==> src/rtl/io_register_bank.sv <==
`default_nettype none
// +--------------------------------------------------------------------------+
// | io_register_bank: memory-mapped output channels, synchronised input port |
// | with rising-edge capture and irq, and a prescaled free-running timer.    |
// | Revision: 1.0                                                            |
// +--------------------------------------------------------------------------+
module io_register_bank #(
  parameter int NUM_OUT_CHANNELS = 2,
  parameter int OUT_WIDTH        = 8,
  parameter int IN_WIDTH         = 8,
  parameter int DATA_WIDTH       = 16,
  parameter int INDEX_WIDTH      = 7,
  parameter int BASE_INDEX       = 0,
  parameter int TIMER_PRESCALE   = 1000
) (
  input  logic                                 clk,
  input  logic                                 reset_n,
  input  logic [INDEX_WIDTH-1:0]               register_index,
  input  logic                                 register_read,
  input  logic                                 register_write,
  input  logic [DATA_WIDTH-1:0]                register_write_value,
  output logic [DATA_WIDTH-1:0]                register_read_value,
  output logic [NUM_OUT_CHANNELS*OUT_WIDTH-1:0] out,
  input  logic [IN_WIDTH-1:0]                  in,
  output logic                                 irq
);

  localparam int c_AW = INDEX_WIDTH + 1;
  localparam int c_PW = (TIMER_PRESCALE > 1) ? $clog2(TIMER_PRESCALE) : 1;

  localparam logic [c_AW-1:0] c_BASE       = c_AW'(BASE_INDEX);
  localparam logic [c_AW-1:0] c_OFF_IN     = c_AW'(NUM_OUT_CHANNELS);
  localparam logic [c_AW-1:0] c_OFF_EDGE   = c_AW'(NUM_OUT_CHANNELS + 1);
  localparam logic [c_AW-1:0] c_OFF_IRQEN  = c_AW'(NUM_OUT_CHANNELS + 2);
  localparam logic [c_AW-1:0] c_OFF_TIMER  = c_AW'(NUM_OUT_CHANNELS + 3);
  localparam logic [c_PW-1:0] c_PRESC_LAST = c_PW'(TIMER_PRESCALE - 1);

  logic [NUM_OUT_CHANNELS-1:0][OUT_WIDTH-1:0] r_out;
  logic [IN_WIDTH-1:0]   r_sync1;
  logic [IN_WIDTH-1:0]   r_sync2;
  logic [IN_WIDTH-1:0]   r_prev;
  logic [IN_WIDTH-1:0]   r_edge;
  logic [IN_WIDTH-1:0]   r_irq_en;
  logic [DATA_WIDTH-1:0] r_timer;
  logic [c_PW-1:0]       r_presc;
  logic [DATA_WIDTH-1:0] r_rdata;
  logic                  r_irq;

  logic [c_AW-1:0]       w_idx_ext;
  logic [c_AW-1:0]       w_off;
  logic                  w_valid;
  logic                  w_wr_edge;
  logic                  w_wr_irqen;
  logic                  w_wr_timer;
  logic                  w_tick;
  logic [IN_WIDTH-1:0]   w_rise;
  logic [IN_WIDTH-1:0]   w_clr;
  logic [DATA_WIDTH-1:0] w_rdata;

  // Widen by one bit so indices below the base can be rejected before subtracting.
  assign w_idx_ext  = {1'b0, register_index};
  assign w_off      = w_idx_ext - c_BASE;
  assign w_valid    = (w_idx_ext >= c_BASE) && (w_off <= c_OFF_TIMER);
  assign w_wr_edge  = register_write && w_valid && (w_off == c_OFF_EDGE);
  assign w_wr_irqen = register_write && w_valid && (w_off == c_OFF_IRQEN);
  assign w_wr_timer = register_write && w_valid && (w_off == c_OFF_TIMER);
  assign w_tick     = (r_presc == c_PRESC_LAST);
  assign w_rise     = r_sync2 & ~r_prev;
  assign w_clr      = w_wr_edge ? register_write_value[IN_WIDTH-1:0] : '0;

  always_comb begin
    w_rdata = '0;
    if (w_valid) begin
      for (int k = 0; k < NUM_OUT_CHANNELS; k++) begin
        if (w_off == c_AW'(k)) w_rdata[OUT_WIDTH-1:0] = r_out[k];
      end
      if (w_off == c_OFF_IN)    w_rdata[IN_WIDTH-1:0] = r_sync2;
      if (w_off == c_OFF_EDGE)  w_rdata[IN_WIDTH-1:0] = r_edge;
      if (w_off == c_OFF_IRQEN) w_rdata[IN_WIDTH-1:0] = r_irq_en;
      if (w_off == c_OFF_TIMER) w_rdata = r_timer;
    end
  end

  always_ff @(posedge clk or negedge reset_n) begin
    if (!reset_n) begin
      r_out    <= '0;
      r_irq_en <= '0;
      r_rdata  <= '0;
    end else begin
      for (int k = 0; k < NUM_OUT_CHANNELS; k++) begin
        if (register_write && w_valid && (w_off == c_AW'(k)))
          r_out[k] <= register_write_value[OUT_WIDTH-1:0];
      end
      if (w_wr_irqen) r_irq_en <= register_write_value[IN_WIDTH-1:0];
      if (register_read) r_rdata <= w_rdata;
    end
  end

  // Set wins over a coincident write-one-to-clear.
  always_ff @(posedge clk or negedge reset_n) begin
    if (!reset_n) begin
      r_sync1 <= '0;
      r_sync2 <= '0;
      r_prev  <= '0;
      r_edge  <= '0;
      r_irq   <= 1'b0;
    end else begin
      r_sync1 <= in;
      r_sync2 <= r_sync1;
      r_prev  <= r_sync2;
      r_edge  <= (r_edge & ~w_clr) | w_rise;
      r_irq   <= |(r_edge & r_irq_en);
    end
  end

  always_ff @(posedge clk or negedge reset_n) begin
    if (!reset_n) begin
      r_timer <= '0;
      r_presc <= '0;
    end else if (w_wr_timer) begin
      r_timer <= register_write_value;
      r_presc <= '0;
    end else if (w_tick) begin
      r_timer <= r_timer + 1'b1;
      r_presc <= '0;
    end else begin
      r_presc <= r_presc + 1'b1;
    end
  end

  assign out                 = r_out;
  assign register_read_value = r_rdata;
  assign irq                 = r_irq;

endmodule
`default_nettype wire

==> config.mk <==
export PLATFORM = sky130hd
export DESIGN_NAME = io_register_bank
export DESIGN_NICKNAME = d
export VERILOG_FILES = /design/src/rtl/io_register_bank.sv
export SDC_FILE = /design/constraint.sdc
export NUM_CORES = 1
export LEC_CHECK = 0
export BUFFER_PORTS_ARGS = -buffer_cell sky130_fd_sc_hd__buf_2
export CORE_MARGIN = 2
export CORE_UTILIZATION = 56
export DETAILED_ROUTE_END_ITERATION = 6
export PLACE_DENSITY = 0.83
export SLEW_MARGIN = 20
export SYNTH_ARGS = -nofsm -noshare
export SYNTH_HDL_FRONTEND = slang
export SYNTH_SLANG_ARGS = --single-unit
==> constraint.sdc <==
create_clock -name clk -period 2.28 [get_ports clk]
set_clock_uncertainty 0.15 [all_clocks]
set_input_delay 0.228 -clock clk [delete_from_list [all_inputs] [get_ports clk]]
set_output_delay 0.228 -clock clk [all_outputs]
set_load 0.01 [all_outputs]
==> summary.md <==
The power density over the cells was 757 nW/um^2; the DRC violations left was 0. STA classifies the critical path endpoint as a register. For the length of the first detailed-routing pass in iterations, the log shows 4.

By startpoint and endpoint, the worst setup path is classified as register to register. Summing the areas of all xor and xnor instances in the mapped netlist gives 4.14% of the synthesized area. The die covers 8270 sq um. Placement row count: 31. Per report_power, the combinational group accounts for 15.5% of the total. Summing the areas of all fa, ha and maj instances in the mapped netlist gives 0.591% of the synthesized area.

At the end of routability-driven placement, the weighted congestion stood at 0.863. The initial antenna violation count came out at 0. The synthesized netlist cell count came out at 379.

The switching power of the nets was 1.08 mW. Setup violations remaining at the end of the flow were counted as 0. After synthesis, the largest family of logic cells by area is simple AND/OR/NAND/NOR gates. The number of global-route vias before repair is 3259.

The leftover overflow at the end of global routing was 0. The routed layout has 3226 vias. The most common flop cell mapped by yosys was dfrtp_1.

For this run, the number of Yosys warnings is 0. The final count of hold timing violations is 0. The post-route fraction of the period consumed by the critical path is 94.8%, and the fraction of the mapped netlist area in simple logic gates is 13.8%. The wire length of the first global-routing pass is 15600 microns. Counting flops with a built-in enable in the synthesized netlist gives 0. For the post-synthesis net count, the log shows 416.

The run gives 3 as the level count of the clock H-tree. The half-perimeter wire length after placement is 6430 microns. The flow ran to the end, and the final reports show no timing, DRC or antenna violations.

The summed negative setup slack over all endpoints came out at 0 ns. The path class of the tightest hold or removal check is primary input to register. The width of the chip was 91.0 microns; the maximum number of pins on one net before global-route repair was 61. In this run, synthesis produced a sequential element count of 99. The wire length per cell came out at 16.5 microns. In this run, distinct cell masters in the synthesized netlist total 34.

The clock network accounts for 31.5% of the total power. In this run the deepest clock path goes through 2 buffers. The logs give 0.539 mV for the worst vdd rail ir drop and 58.1% for the initial cell density of the core. The count of nets left with antenna violations once routing finished came out at 0. Cell area after placement: 4740 sq um.

The post-place setup slack was 0.107 ns. Most common cell after layout, fill and taps aside: dfrtp_1. A synthesized cell averages 11.2 sq um.

Internal reg-to-reg setup slack: 0.12 ns. For the maximum clock rate, the log shows 462 MHz. Sequential cells were found to cover 58.5% of the synthesized design area.

Summing every instance area after synthesis gives 4240 sq um. During I/O placement, the number of pins put on the boundary was 68. Of the post-synthesis cell area, the part taken by muxes is 8.80%.

Of all flip-flops after synthesis, the portion carrying an async set or reset was 100%. For the worst path setup slack after routing, the log shows 0.118 ns. The clock transition at the registers of the reported paths is 0.10 ns. The run gives 53.0% as the relative contribution of sequential cells to total power. The number of nets in the layout is 508, and the area of the core region is 7290 sq um. Measured against its own limit, the worst slew margin works out to 59.0%. The required time of the critical path is 2.38 ns, and the detail-routed via count per cell is 5.61.

The number of design-rule violations left by the first detailed-router iteration came out at 194. The cell-internal power came out at 2.81 mW. The relative area change from synthesis to final layout was 21.2%. For the number of clock buffers inserted by TritonCTS, the log shows 9. Counting I/O delays and the setup requirement, the final critical path takes 2.16 ns. The run gives 99 as the number of clock sinks. TritonCTS built the clock tree. The count of port buffers added during placement came out at 67.

Across every metal layer, demand over resource in global routing totals 24.1%. At the later pin of the worst-skew pair, clock insertion delay measures 0.36 ns. The count of final max-slew check failures was 0. The cell at the root of the clock tree is clkbuf_8. The area fraction in compound gates after synthesis works out to 11.5%. Setup repair after global routing left no endpoint under its margin. For the worst setup path, the data arrival time is 2.27 ns.

The category of the worst setup path launch point was a register. In this run the worst path has a maximum fanout of 5. After routing the design area is 5130 sq um. Final hold analysis gives a worst-case slack of 0.0182 ns.

Net switching is 27.7% of the power. The die extent in y is 91.0 microns. The tools report the antenna diode count as 0. Max-cap violation count: 0.

In the final layout, the share of cells above drive strength 1 is 25.6%. At the pin with the least slew margin, the transition time is 0.614 ns. The static leakage was 2.40 nW. In the layout the commonest cells are dfrtp_1, buf_2, nor2_1, nand2_1, a21oi_1. For the total wirelength of the detailed-routed design, the log shows 9470 microns.
area by class of cell:
cell class	instances	area [sq um]
sequential	99	2480
tap	99	124
timing repair buffer	94	596
clock inverter	6	90.1
fill	566	2160
multi-input combinational	249	1650
inverter	18	67.6
clock buffer	10	128
sequential cells by signal (all words and copies together), names as in the netlist:
signal,cells
irq,1
r_edge,8
register_read_value,16
r_prev,8
r_irq_en,8
r_presc,10
r_sync1,8
out,16
r_sync2,8
r_timer,16
final timing paths:
kind / end / depth (start not counted) / startpoint
setup reg to reg: r_timer[14] / 5 / r_presc[2]
setup / recovery: r_timer[14] / 5 / r_presc[2]
max in group asynchronous: r_edge[2] / 3 / reset_n
hold / removal: out[3] / 2 / register_write_value[3]
hold reg to reg: r_sync2[5] / 0 / r_sync1[5]
min in group asynchronous: r_presc[7] / 3 / reset_n
cells in the mapped netlist, drive strengths merged, types with 8 or more instances:
cell    number  area share [%]
a22oi       12             2.1
a21oi       26             3.1
xor2        11             2.3
nand3       10             1.2
o21ai       10             1.2
inv         18             1.6
dfrtp       99              58
nand2       29             2.6
clkbuf      12             1.1
mux2i        8             1.9
a22o         8             1.7
nor2        38             3.4
a221o        8             1.9
xnor2        9             1.9
mux2        24             6.4
nor2b       11             1.6
critical path: stages (launching register included):
cell and delay, ns:
dfrtp_1 0.45, or3b_4 0.44, or4_4 0.55, nor3_1 0.25, xnor2_1 0.15, a21oi_1 0.08
timing repair:
action                                 in CTS  in global routing
setup endpoints to repair                   0                  2
hold buffers                               17                  0
setup buffers                               0                  0
endpoints found under the hold margin     115                  0
gates resized for setup                     0                  2
cell families after synthesis:
family | after synthesis
AO/OA/AOI/OAI | 74
XOR/XNOR | 20
adder cells (fa/ha/maj) | 2
buffers and inverters | 31
flip-flops | 99
multiplexers | 33
AND/OR/NAND/NOR | 120
through the flow:
step,power (mW),cells,utilization (%)
after global routing,4.07,575,70.4
final,3.88,575,70.4
after global placement,2.62,542,64.9
after detailed placement,2.66,542,64.9
after CTS,3.90,575,70.3
after floorplan,2.43,379,-
power by group through the flow:
| stage | Clock [mW] | Combinational [mW] | Sequential, mW |
|---|---|---|---|
| 2_1_floorplan | 0 | 0.357 | 2.07 |
| 3_3_place_gp | 0 | 0.541 | 2.08 |
| 4_1_cts | 1.24 | 0.600 | 2.05 |
| 3_5_place_dp | 0 | 0.570 | 2.08 |
| 5_1_grt | 1.32 | 0.667 | 2.08 |
| 6_report | 1.22 | 0.601 | 2.06 |
layer usage:
layer  vias up  GRT usage (%)  part of all wire [%]
met1      1595           30.4                    43
met2        96           41.0                    51
met3        15           5.15                   4.6
met5         -              0                     0
li1       1520              -                     -
met4         0           8.84                   1.8
Power figures use the tool's default switching activity.
